==> config.mk <==
export PLATFORM = sky130hd
export DESIGN_NAME = vga_scanout_flat
export DESIGN_NICKNAME = d
export VERILOG_FILES = /design/src/rtl/vga_scanout_if.sv /design/src/rtl/vga_scanout.sv /design/src/flat_wrapper.sv
export SDC_FILE = /design/constraint.sdc
export NUM_CORES = 1
export LEC_CHECK = 0
export CAP_MARGIN = 10
export CORE_UTILIZATION = 45
export DETAILED_ROUTE_END_ITERATION = 10
export PLACE_DENSITY = 0.67
export SLEW_MARGIN = 5
export SYNTH_ARGS = -nofsm -noshare
export SYNTH_HDL_FRONTEND = slang
export SYNTH_SLANG_ARGS = --single-unit
export TNS_END_PERCENT = 1
==> constraint.sdc <==
create_clock -name pclk -period 3 [get_ports pclk]
set_input_delay 0.45 -clock pclk [delete_from_list [all_inputs] [get_ports pclk]]
set_output_delay 0.45 -clock pclk [all_outputs]
set_load 0.1 [all_outputs]
==> src/rtl/vga_scanout_if.sv <==
// Framebuffer read port and VGA video output of the scanout stage.
// The master side is the scanout block; the slave side is the RAM and display.
interface vga_scanout_if #(
  parameter int unsigned ADDR_WIDTH = 15
);
  logic [ADDR_WIDTH-1:0] read_addr;
  logic                  re;
  logic [7:0]            rd_data;
  logic                  pattern_en;
  logic                  hsync;
  logic                  vsync;
  logic                  de;
  logic [7:0]            gray;
  logic                  frame_start;

  modport master (
    output read_addr, re, hsync, vsync, de, gray, frame_start,
    input  rd_data, pattern_en
  );

  modport slave (
    input  read_addr, re, hsync, vsync, de, gray, frame_start,
    output rd_data, pattern_en
  );
endinterface

==> src/rtl/vga_scanout.sv <==
// 640x480@60 VGA scanout of a 160x120 Y framebuffer with 4x4 pixel replication.
// Three-stage pipeline: counters, address/control delay, registered outputs.
module vga_scanout #(
  parameter int unsigned ADDR_WIDTH = 15,
  parameter int unsigned H_ACTIVE   = 640,
  parameter int unsigned H_FP       = 16,
  parameter int unsigned H_SYNC     = 96,
  parameter int unsigned H_BP       = 48,
  parameter int unsigned V_ACTIVE   = 480,
  parameter int unsigned V_FP       = 10,
  parameter int unsigned V_SYNC     = 2,
  parameter int unsigned V_BP       = 33,
  parameter int unsigned SRC_WIDTH  = 160
) (
  input  logic           pclk,
  input  logic           reset,
  vga_scanout_if.master  bus
);
  localparam int unsigned H_TOTAL = H_ACTIVE + H_FP + H_SYNC + H_BP;
  localparam int unsigned V_TOTAL = V_ACTIVE + V_FP + V_SYNC + V_BP;
  localparam int unsigned H_W     = $clog2(H_TOTAL);
  localparam int unsigned V_W     = $clog2(V_TOTAL);

  logic [H_W-1:0]        h_cnt, h_nxt, h1;
  logic [V_W-1:0]        v_cnt, v_nxt;
  logic [ADDR_WIDTH-1:0] row_base, row_nxt, addr_q;
  logic                  h_wrap, active0, hs0, vs0, first0;
  logic                  re_q, active1, hs1, vs1, first1;
  logic                  de_q, hsync_q, vsync_q, fs_q;
  logic [7:0]            gray_q;

  // Stage 0 next-state: raster counters and the base address of the source row.
  always_comb begin
    h_wrap  = (h_cnt == H_W'(H_TOTAL - 1));
    h_nxt   = h_wrap ? '0 : h_cnt + H_W'(1);
    v_nxt   = v_cnt;
    row_nxt = row_base;
    if (h_wrap) begin
      if (v_cnt == V_W'(V_TOTAL - 1)) begin
        v_nxt   = '0;
        row_nxt = '0;
      end else begin
        v_nxt = v_cnt + V_W'(1);
        // Every fourth output line advances to the next source row.
        if (v_cnt[1:0] == 2'b11) begin
          row_nxt = row_base + ADDR_WIDTH'(SRC_WIDTH);
        end
      end
    end
  end

  // Stage 0 decode of the visible region and sync windows.
  always_comb begin
    active0 = (h_cnt < H_W'(H_ACTIVE)) && (v_cnt < V_W'(V_ACTIVE));
    hs0     = !((h_cnt >= H_W'(H_ACTIVE + H_FP)) &&
                (h_cnt <  H_W'(H_ACTIVE + H_FP + H_SYNC)));
    vs0     = !((v_cnt >= V_W'(V_ACTIVE + V_FP)) &&
                (v_cnt <  V_W'(V_ACTIVE + V_FP + V_SYNC)));
    first0  = (h_cnt == '0) && (v_cnt == '0);
  end

  always_ff @(posedge pclk or posedge reset) begin
    if (reset) begin
      h_cnt    <= '0;
      v_cnt    <= '0;
      row_base <= '0;
    end else begin
      h_cnt    <= h_nxt;
      v_cnt    <= v_nxt;
      row_base <= row_nxt;
    end
  end

  // Stage 1: read address (held through blanking) and control delayed to match RAM latency.
  always_ff @(posedge pclk or posedge reset) begin
    if (reset) begin
      addr_q  <= '0;
      re_q    <= 1'b0;
      active1 <= 1'b0;
      hs1     <= 1'b1;
      vs1     <= 1'b1;
      first1  <= 1'b0;
      h1      <= '0;
    end else begin
      if (active0) begin
        addr_q <= row_base + ADDR_WIDTH'(h_cnt >> 2);
      end
      re_q    <= active0;
      active1 <= active0;
      hs1     <= hs0;
      vs1     <= vs0;
      first1  <= first0;
      h1      <= h_cnt;
    end
  end

  // Stage 2: output registers; pixel forced to black outside the visible region.
  always_ff @(posedge pclk or posedge reset) begin
    if (reset) begin
      de_q    <= 1'b0;
      hsync_q <= 1'b1;
      vsync_q <= 1'b1;
      fs_q    <= 1'b0;
      gray_q  <= '0;
    end else begin
      de_q    <= active1;
      hsync_q <= hs1;
      vsync_q <= vs1;
      fs_q    <= first1;
      if (!active1) begin
        gray_q <= '0;
      end else if (bus.pattern_en) begin
        gray_q <= {h1[5:0], 2'b00};
      end else begin
        gray_q <= bus.rd_data;
      end
    end
  end

  assign bus.read_addr   = addr_q;
  assign bus.re          = re_q;
  assign bus.de          = de_q;
  assign bus.hsync       = hsync_q;
  assign bus.vsync       = vsync_q;
  assign bus.frame_start = fs_q;
  assign bus.gray        = gray_q;
endmodule

==> src/flat_wrapper.sv <==
// flat-port wrapper written by rule: the top's interface ports become plain ports
module vga_scanout_flat 
#(
  parameter int unsigned ADDR_WIDTH = 15,
  parameter int unsigned H_ACTIVE   = 640,
  parameter int unsigned H_FP       = 16,
  parameter int unsigned H_SYNC     = 96,
  parameter int unsigned H_BP       = 48,
  parameter int unsigned V_ACTIVE   = 480,
  parameter int unsigned V_FP       = 10,
  parameter int unsigned V_SYNC     = 2,
  parameter int unsigned V_BP       = 33,
  parameter int unsigned SRC_WIDTH  = 160
)
  (pclk, reset, bus_read_addr, bus_re, bus_hsync, bus_vsync, bus_de, bus_gray, bus_frame_start, bus_rd_data, bus_pattern_en);
  vga_scanout_if #(.ADDR_WIDTH(ADDR_WIDTH)) bus_i ();
  input  logic pclk;
  input  logic reset;
  output wire logic [$bits(bus_i.read_addr)-1:0] bus_read_addr;
  output wire logic [$bits(bus_i.re)-1:0] bus_re;
  output wire logic [$bits(bus_i.hsync)-1:0] bus_hsync;
  output wire logic [$bits(bus_i.vsync)-1:0] bus_vsync;
  output wire logic [$bits(bus_i.de)-1:0] bus_de;
  output wire logic [$bits(bus_i.gray)-1:0] bus_gray;
  output wire logic [$bits(bus_i.frame_start)-1:0] bus_frame_start;
  input wire logic [$bits(bus_i.rd_data)-1:0] bus_rd_data;
  input wire logic [$bits(bus_i.pattern_en)-1:0] bus_pattern_en;
  assign bus_read_addr = bus_i.read_addr;
  assign bus_re = bus_i.re;
  assign bus_hsync = bus_i.hsync;
  assign bus_vsync = bus_i.vsync;
  assign bus_de = bus_i.de;
  assign bus_gray = bus_i.gray;
  assign bus_frame_start = bus_i.frame_start;
  assign bus_i.rd_data = bus_rd_data;
  assign bus_i.pattern_en = bus_pattern_en;
  vga_scanout #(.ADDR_WIDTH(ADDR_WIDTH), .H_ACTIVE(H_ACTIVE), .H_FP(H_FP), .H_SYNC(H_SYNC), .H_BP(H_BP), .V_ACTIVE(V_ACTIVE), .V_FP(V_FP), .V_SYNC(V_SYNC), .V_BP(V_BP), .SRC_WIDTH(SRC_WIDTH)) u_core (.pclk(pclk), .reset(reset), .bus(bus_i));
endmodule
* Word-level counts from Yosys, hierarchy flattened *
Cells that the tools add are included.

storage, ports and cells
  input bits = 11
  word-level logic and storage cells = 43
  output and inout bits = 28
  bits in registers = 72

cells by class
  eq/ne operators = 3
  add/sub/neg operators = 4
  order comparisons = 6
  reductions and logical operators = 10
  mux-type cells = 6

operators by type and width
  kind                   number
  $mux 15                2
  $add 10x1->10 const B  2
  $eq 10x10->1 const B   2
  $logic_not 10->1       2
  $lt 10x10->1 const B   2
  $lt 10x9->1 const B    2
  $mux 10                2
  $mux 8                 2
  $add 15x8->15          1
  $add 15x8->15 const B  1
  $ge 10x10->1 const B   1
  $ge 10x9->1 const B    1
  $logic_and 1x1->1      4
  $eq 2x2->1 const B     1
  $logic_not 1->1        2
  $reduce_and 2->1       1
  $reduce_bool 2->1      1

* Longest topological paths before layout *
Gate-level depths: netlist of the first run.

  word-level depth = 3
  gate-level depth with buffers = 7
  gate-level depth less buffers = 6

* Least setup slack after synthesis of the first run *
No wires, ideal clock.

  kind = flip-flop to flip-flop
  start point = register u_core.h_cnt[5]
  end point = register u_core.row_base[10]
  clock period less this slack = 2284 ps
  setup slack = 716 ps
  required time = 2922 ps
  setup time = 78 ps
  buffers on the path = 2
  stages on the path, launching flop included = 7
  arrival = 2206 ps
  path through = dfrtp_1 > buf_6 > or4b_4 > or4_4 > buf_6 > or4_1 > a21oi_1

on the way
  longest elaborated chain between the ends = 2

RTL lines
  item                        line               RTL
  start: declaration          vga_scanout.sv:24  logic [H_W-1:0] h_cnt, h_nxt, h1;
  start signal: assignment    vga_scanout.sv:68  h_cnt <= h_nxt;
  $eq 10x10->1                vga_scanout.sv:34  h_wrap = (h_cnt == H_W'(H_TOTAL - 1));
  $reduce_and 2->1 (no line)  -
  end signal: assignment      vga_scanout.sv:70  row_base <= row_nxt;
  end: declaration            vga_scanout.sv:26  logic [ADDR_WIDTH-1:0] row_base, row_nxt, addr_q;

Every way passes these cells.
A chain may end at the register's enable or synchronous reset.

* Worst setup path in the final report of the first run *
  start point = register u_core.h_cnt[5]
  end point = register u_core.row_base[13]

The elaborated chain is that of the path after synthesis.

==> flow_metrics.py, run 1 <==
metrics = {
    "run_status": {
        "status": "completed",
    },
    "route": {
        "vias": 2199,
        "initialDrtViolationCount": 113,
        "detail-route-antenna-nets": 0,
        "firstDrtPassIters": 4,
        "route.detailed.drc": 0,
        "post_drt_wl_per_cell_um": 14.51,
        "vias_per_cell": 5.553,
        "drt-total-wl_mm": 5.744,
    },
    "sta": {
        "final.setup.tns_ns": 0,
        "final_critical_path_setup_slack_ns": 0.5877,
        "rsz0062_at_grt": "false",
        "post-route-min-period_ns": 2.412,
        "tightest_slew_ns": 0.8060,
        "timing.final.crit_share_pct": 80.41,
        "slew_viol_final": 0,
        "finalHoldViolCount": 0,
        "relSlewSlack_pct": 45.94,
        "clock.fmax_mhz": 414.5,
        "final-setup-viol-count": 0,
        "final.setup_skew_ns": 0.005113,
    },
    "cells_and_area": {
        "layout.cells.most_common": "sky130_fd_sc_hd__dfrtp_1",
        "layout_common_cells": "sky130_fd_sc_hd__dfrtp_1 (63), sky130_fd_sc_hd__buf_4 (30), sky130_fd_sc_hd__nor2_1 (18)",
        "final-instance-count-excl-fill": 396,
        "finalNetCount": 333,
        "syn_to_final_growth_pct": 19.70,
        "drive_above_1_share_pct": 19.75,
        "num_antenna_cells": 0,
    },
    "global_routing": {
        "grt_pass1_vias": 2036,
        "largest_net_degree_at_the_start_of_global_routing": 68,
        "grt_util_all_layers_pct": 18.19,
        "grt_pass1_wl_mm": 9.970,
        "globalRoute.totalOverflow": 0,
        "grt_antenna_before_repair": 0,
    },
    "synth": {
        "synth_area_per_cell_sq_um": 11.06,
        "synth-seq-cells": 67,
        "synth_seq_area_share_pct": 56.09,
        "top_area_cells_in_the_synthesized_netlist": "sky130_fd_sc_hd__dfrtp_1 (53%), sky130_fd_sc_hd__dfstp_2 (3.5%), sky130_fd_sc_hd__ha_1 (3.3%)",
        "synthesis.nets": 290,
        "synthCells": 271,
        "synthesis.area_sq_um": 2998,
        "synth.top_cell.area_share_pct": 52.59,
        "synth_warnings": 0,
        "yosysUniqueCellTypes": 39,
        "yosys.area.top_type": "sky130_fd_sc_hd__dfrtp_1",
    },
    "setup_path": {
        "worstSetupPathType": "register to register",
        "critPathRequiredTime_ns": 3.26,
        "worst-path-max-fanout": 20,
        "regToRegStartpoint": "u_core.h_cnt[5]",
        "endpoint_kind": "register",
        "arrival_ns": 2.67,
        "crit_start": "u_core.h_cnt[5]",
        "cp-start-kind": "register",
    },
    "die": {
        "placeableCoreArea_sq_um": 6386,
        "design.die.area_sq_um": 6992,
        "die_height_um": 83.62,
        "die_width_um": 83.62,
        "boundaryPins": 39,
        "initial_utilization_pct": 46.94,
        "num_rows": 29,
    },
    "clocking": {
        "post_cts.resized_instances": 0,
        "cts_tree": "done",
        "clkSlewWorstSetupHoldPaths_ns": 0.07,
        "clk_path_buf_depth": 2,
        "clkSinkCount": 67,
        "clk_latency_ns": 0.34,
        "cts_buffers": 9,
        "cts-htree-levels": 3,
        "hold_buffers": 0,
        "cts.repair_timing.setup_buffer_count": 0,
        "cts-root-buf": "sky130_fd_sc_hd__clkbuf_8",
    },
    "power_and_ir_drop": {
        "cell_internal_pwr_uw": 1315,
        "pwr-share-clk_pct": 41.8,
        "netSwitchingFraction_pct": 23.71,
        "power_density_nw_per_um2": 480.2,
        "total_switching_power_uw": 408.7,
        "post-layout-total-power_uw": 1723,
        "p_leak_uw": 0.001594,
        "fraction_of_power_consumed_by_sequential_logic_pct": 52.8,
        "combinationalPowerShare_pct": 5.4,
        "irDropWorstVdd_mv": 0.3617,
    },
    "placed_design": {
        "replace_congestion": 0.8265,
        "detailedPlacementHpwl_mm": 3.961,
        "placed_cells_incl_taps": 380,
        "port_buffer_cells": 38,
        "post-place-ws_ns": 0.5907,
    },
    "worst_hold_path": {
        "holdCritPathClass": "register to register",
        "min-delay-start": "u_core.hs1",
    },
    "job": {
        "cap_viol_max_count": 0,
    },
}
-- cells by family after synthesis --
| group | share of synthesized area (%) |
|---|---|
| flops | 56.09 |
| fa+ha+maj | 3.339 |
| buf+inv | 3.130 |
| xor+xnor | 4.382 |
| mux | 4.967 |
| simple gates | 18.41 |
| compound gates | 9.683 |
-- registers in the layout (all words and copies together) (netlist names), 6 cells and up --
signal and count:
u_core.h1 6, u_core.bus.read_addr 15, u_core.bus.gray 8, u_core.row_base 10, u_core.v_cnt 10, u_core.h_cnt 10
-- path summary, 6_finish.rpt --
kind	to	slack, ns	cells after the start
min reg2reg	u_core.bus.hsync	0.36	0
min	u_core.bus.hsync	0.36	0
max reg2reg	u_core.row_base[13]	0.59	4
max	u_core.row_base[13]	0.59	4
min in group asynchronous	u_core.bus.read_addr[10]	0.50	3
max in group asynchronous	u_core.vs1	2.17	3
-- area by class of cell --
type,count,area (sq um)
multi-input combinational,183,1227
timing repair buffer,41,345.3
sequential,67,1682
clock inverter,7,68.82
inverter,12,45.04
tap,77,96.34
fill,550,2798
clock buffer,9,123.9
-- through the flow --
stage / hold WS, ns / cell area, sq um / util (%)
2_1_floorplan: 0.3312 / 2998 / -
5_1_grt: 0.3629 / 3588 / 56.19
3_5_place_dp: 0.3450 / 3396 / 53.17
6_report: 0.3562 / 3588 / 56.19
4_1_cts: 0.3570 / 3588 / 56.19
3_3_place_gp: 0.3321 / 3396 / 53.17
-- worst max-delay path, cell delays in order (launching register included) --
cell                      delay [ns]
sky130_fd_sc_hd__dfrtp_1        0.48
sky130_fd_sc_hd__or4b_4         0.58
sky130_fd_sc_hd__or4_4          0.55
sky130_fd_sc_hd__or4_1          0.54
sky130_fd_sc_hd__a21oi_1        0.18
-- power by group through the flow --
stage	clock, uW	combinational (uW)	sequential (uW)
3_3_place_gp	0	94.7	927
2_1_floorplan	0	21.7	968
5_1_grt	783	100	910
4_1_cts	738	95.3	910
6_report	720	93.3	910
3_5_place_dp	0	95.1	927
-- cells in the mapped netlist, drive strengths merged --
master	count
dfrtp	63
nor2	18
a21oi	17
nand3	13
inv	12
o21ai	12
xnor2	11
nand2	10
o31ai	9
ha	8
nor2b	8
clkbuf	7
mux2	7
mux2i	7
nand4	7
nor3	7
or4	7
nor4	6
or3	6
dfstp	4
xor2	4
and3	3
o211ai	3
o22ai	3
and3b	2
and4	2
buf	2
nor4b	2
o21a	2
or4b	2
a211oi	1
a21o	1
a31oi	1
and2	1
nand2b	1
nor3b	1
or2	1
-- routing by layer --
layer / vias to the layer above / routed length, um / share of wire [%] / track usage (%)
met2: 71 / 2496 / 43 / 25.72
met5: - / 0 / 0 / 0
li1: 1064 / - / - / -
met1: 1048 / 2770 / 48 / 25.96
met3: 16 / 301 / 5.2 / 3.462
met4: 0 / 176 / 3.1 / 10.79
(Power assumes the default switching activity.)
==> run 2, diff against run 1 <==
==> constraint.sdc (replaced) <==
create_clock -name pclk -period 2.5 [get_ports pclk]
set_input_delay 0.375 -clock pclk [delete_from_list [all_inputs] [get_ports pclk]]
set_output_delay 0.375 -clock pclk [all_outputs]
set_load 0.1 [all_outputs]
==> flow_metrics.py, run 2 (synthesized netlist as in run 1, its figures left out) <==
metrics = {
    "die": {
        "die_height_um": 83.62,
        "placeableCoreArea_sq_um": 6386,
        "design.die.area_sq_um": 6992,
        "initial_utilization_pct": 46.94,
        "boundaryPins": 39,
        "die_width_um": 83.62,
        "num_rows": 29,
    },
    "sta": {
        "final-setup-viol-count": 0,
        "rsz0062_at_grt": "false",
        "post-route-min-period_ns": 2.401,
        "slew_viol_final": 0,
        "final.setup.tns_ns": 0,
        "tightest_slew_ns": 0.5801,
        "clock.fmax_mhz": 416.5,
        "relSlewSlack_pct": 61.03,
        "final.setup_skew_ns": 0.01046,
        "timing.final.crit_share_pct": 96.04,
        "finalHoldViolCount": 0,
    },
    "clocking": {
        "hold_buffers": 0,
        "clkSlewWorstSetupHoldPaths_ns": 0.07,
        "clkSinkCount": 67,
        "cts.repair_timing.setup_buffer_count": 0,
        "clk_path_buf_depth": 2,
        "cts_tree": "done",
        "clk_latency_ns": 0.33,
        "cts-htree-levels": 3,
        "cts-root-buf": "sky130_fd_sc_hd__clkbuf_8",
        "cts_buffers": 9,
        "post_cts.resized_instances": 0,
    },
    "setup_path": {
        "reg2reg_depth": 4,
        "endpoint_kind": "register",
        "critPathRequiredTime_ns": 2.75,
        "regToRegStartpoint": "u_core.h_cnt[6]",
        "arrival_ns": 2.65,
        "worst-r2r-setup-slack_ns": 0.1,
        "worstSetupPathType": "register to register",
        "worst-path-max-fanout": 20,
        "cp-start-kind": "register",
        "rr_endpoint": "u_core.row_base[9]",
    },
    "route": {
        "firstDrtPassIters": 4,
        "drt-total-wl_mm": 5.937,
        "vias": 2178,
        "route.detailed.drc": 0,
        "initialDrtViolationCount": 112,
        "vias_per_cell": 5.378,
        "detail-route-antenna-nets": 0,
        "post_drt_wl_per_cell_um": 14.66,
    },
    "power_and_ir_drop": {
        "irDropWorstVdd_mv": 0.5420,
        "post-layout-total-power_uw": 2397,
        "p_leak_uw": 0.001679,
        "power_density_nw_per_um2": 642.1,
    },
    "cells_and_area": {
        "num_antenna_cells": 0,
        "syn_to_final_growth_pct": 24.54,
        "n_fill_cell": 543,
        "layout.cells.most_common": "sky130_fd_sc_hd__dfrtp_1",
        "finalNetCount": 342,
        "drive_above_1_share_pct": 21.95,
        "max_reg_flops": 15,
        "layout_common_cells": "sky130_fd_sc_hd__dfrtp_1 (63), sky130_fd_sc_hd__buf_4 (39), sky130_fd_sc_hd__nor2_1 (18)",
    },
    "global_routing": {
        "grt_antenna_before_repair": 0,
        "largest_net_degree_at_the_start_of_global_routing": 68,
        "grt_util_all_layers_pct": 18.26,
        "globalRoute.totalOverflow": 0,
        "grt_pass1_vias": 2044,
        "grt_pass1_wl_mm": 10.12,
    },
    "job": {
        "cap_viol_max_count": 0,
    },
    "worst_hold_path": {
        "holdCritPathClass": "register to register",
        "terminating_pin_of_the_worst_hold_path": "u_core.bus.hsync",
        "min_delay_path_depth": 0,
        "min-delay-start": "u_core.hs1",
    },
    "placed_design": {
        "port_buffer_cells": 38,
        "detailedPlacementHpwl_mm": 4.039,
        "replace_congestion": 0.7839,
    },
    "run_status": {
        "status": "completed",
    },
}
[run 2: where the power goes]
part | leakage [uW] | internal (uW) | switching (uW) | total [uW]
logic | 0.000688 | 31.4 | 80.4 | 112
clock network | 0.000134 | 772 | 422 | 1190
registers | 0.000856 | 1090 | 1.50 | 1090
total | 0.00168 | 1890 | 504 | 2400
[run 2: per-layer routing]
layer | wire length [um] | up-vias | part of all wire [%] | track usage, %
li1 | - | 1080 | - | -
met3 | 287 | 6 | 4.8 | 4.451
met1 | 2862 | 1032 | 48 | 25.82
met5 | 0 | - | 0 | 0
met2 | 2728 | 60 | 46 | 27.94
met4 | 59 | 0 | 0.99 | 5.547
[run 2: stage by stage]
step / hold WS [ns] / area, sq um / cells / setup slack, ns / util, %
5_1_grt: 0.3653 / 3734 / 405 / 0.02561 / 58.46
4_1_cts: 0.3576 / 3734 / 405 / 0.1038 / 58.46
2_1_floorplan: 0.3312 / 2998 / 271 / 0.2162 / -
6_report: 0.3572 / 3734 / 405 / 0.09891 / 58.46
3_3_place_gp: 0.3339 / 3463 / 389 / 0.2866 / 54.23
3_5_place_dp: 0.3380 / 3463 / 389 / 0.1454 / 54.23
[run 2: layout make-up]
cell class	count	area, sq um	share of cell area [%]
clock buffer	9	123.9	3.318
timing repair buffer	50	412.9	11.06
sequential	67	1682	45.04
tap	77	96.34	2.580
multi-input combinational	183	1227	32.88
inverter	12	45.04	1.206
clock inverter	7	146.4	3.921
[run 2: critical path, stage by stage, from the launching register on]
cell                      delay [ns]
sky130_fd_sc_hd__dfrtp_1        0.39
sky130_fd_sc_hd__or4b_4         0.57
sky130_fd_sc_hd__or4_4          0.65
sky130_fd_sc_hd__or4b_1         0.54
sky130_fd_sc_hd__a21oi_1        0.17
[run 2: worst max path at each step]
stage | from | to | slack [ns] | cells past startpoint
2_1_floorplan | u_core.h_cnt[5] | u_core.row_base[10] | 0.22 | 6
3_3_place_gp | u_core.h_cnt[0] | u_core.row_base[12] | 0.29 | 5
3_5_place_dp | u_core.h_cnt[0] | u_core.row_base[9] | 0.15 | 5
4_1_cts | u_core.h_cnt[0] | u_core.row_base[9] | 0.10 | 5
5_1_grt | u_core.h_cnt[6] | u_core.row_base[11] | 0.03 | 4
6_report | u_core.h_cnt[6] | u_core.row_base[9] | 0.1 | 4
==> run 3, diff against run 2 <==
--- a/config.mk
+++ b/config.mk
@@ -5,7 +5,6 @@
 export SDC_FILE = /design/constraint.sdc
 export NUM_CORES = 1
 export LEC_CHECK = 0
-export CAP_MARGIN = 10
 export CORE_UTILIZATION = 45
 export DETAILED_ROUTE_END_ITERATION = 10
 export PLACE_DENSITY = 0.67
==> results of run 3 <==
The final DEF is identical to that of run 2; final timing and power are the same.
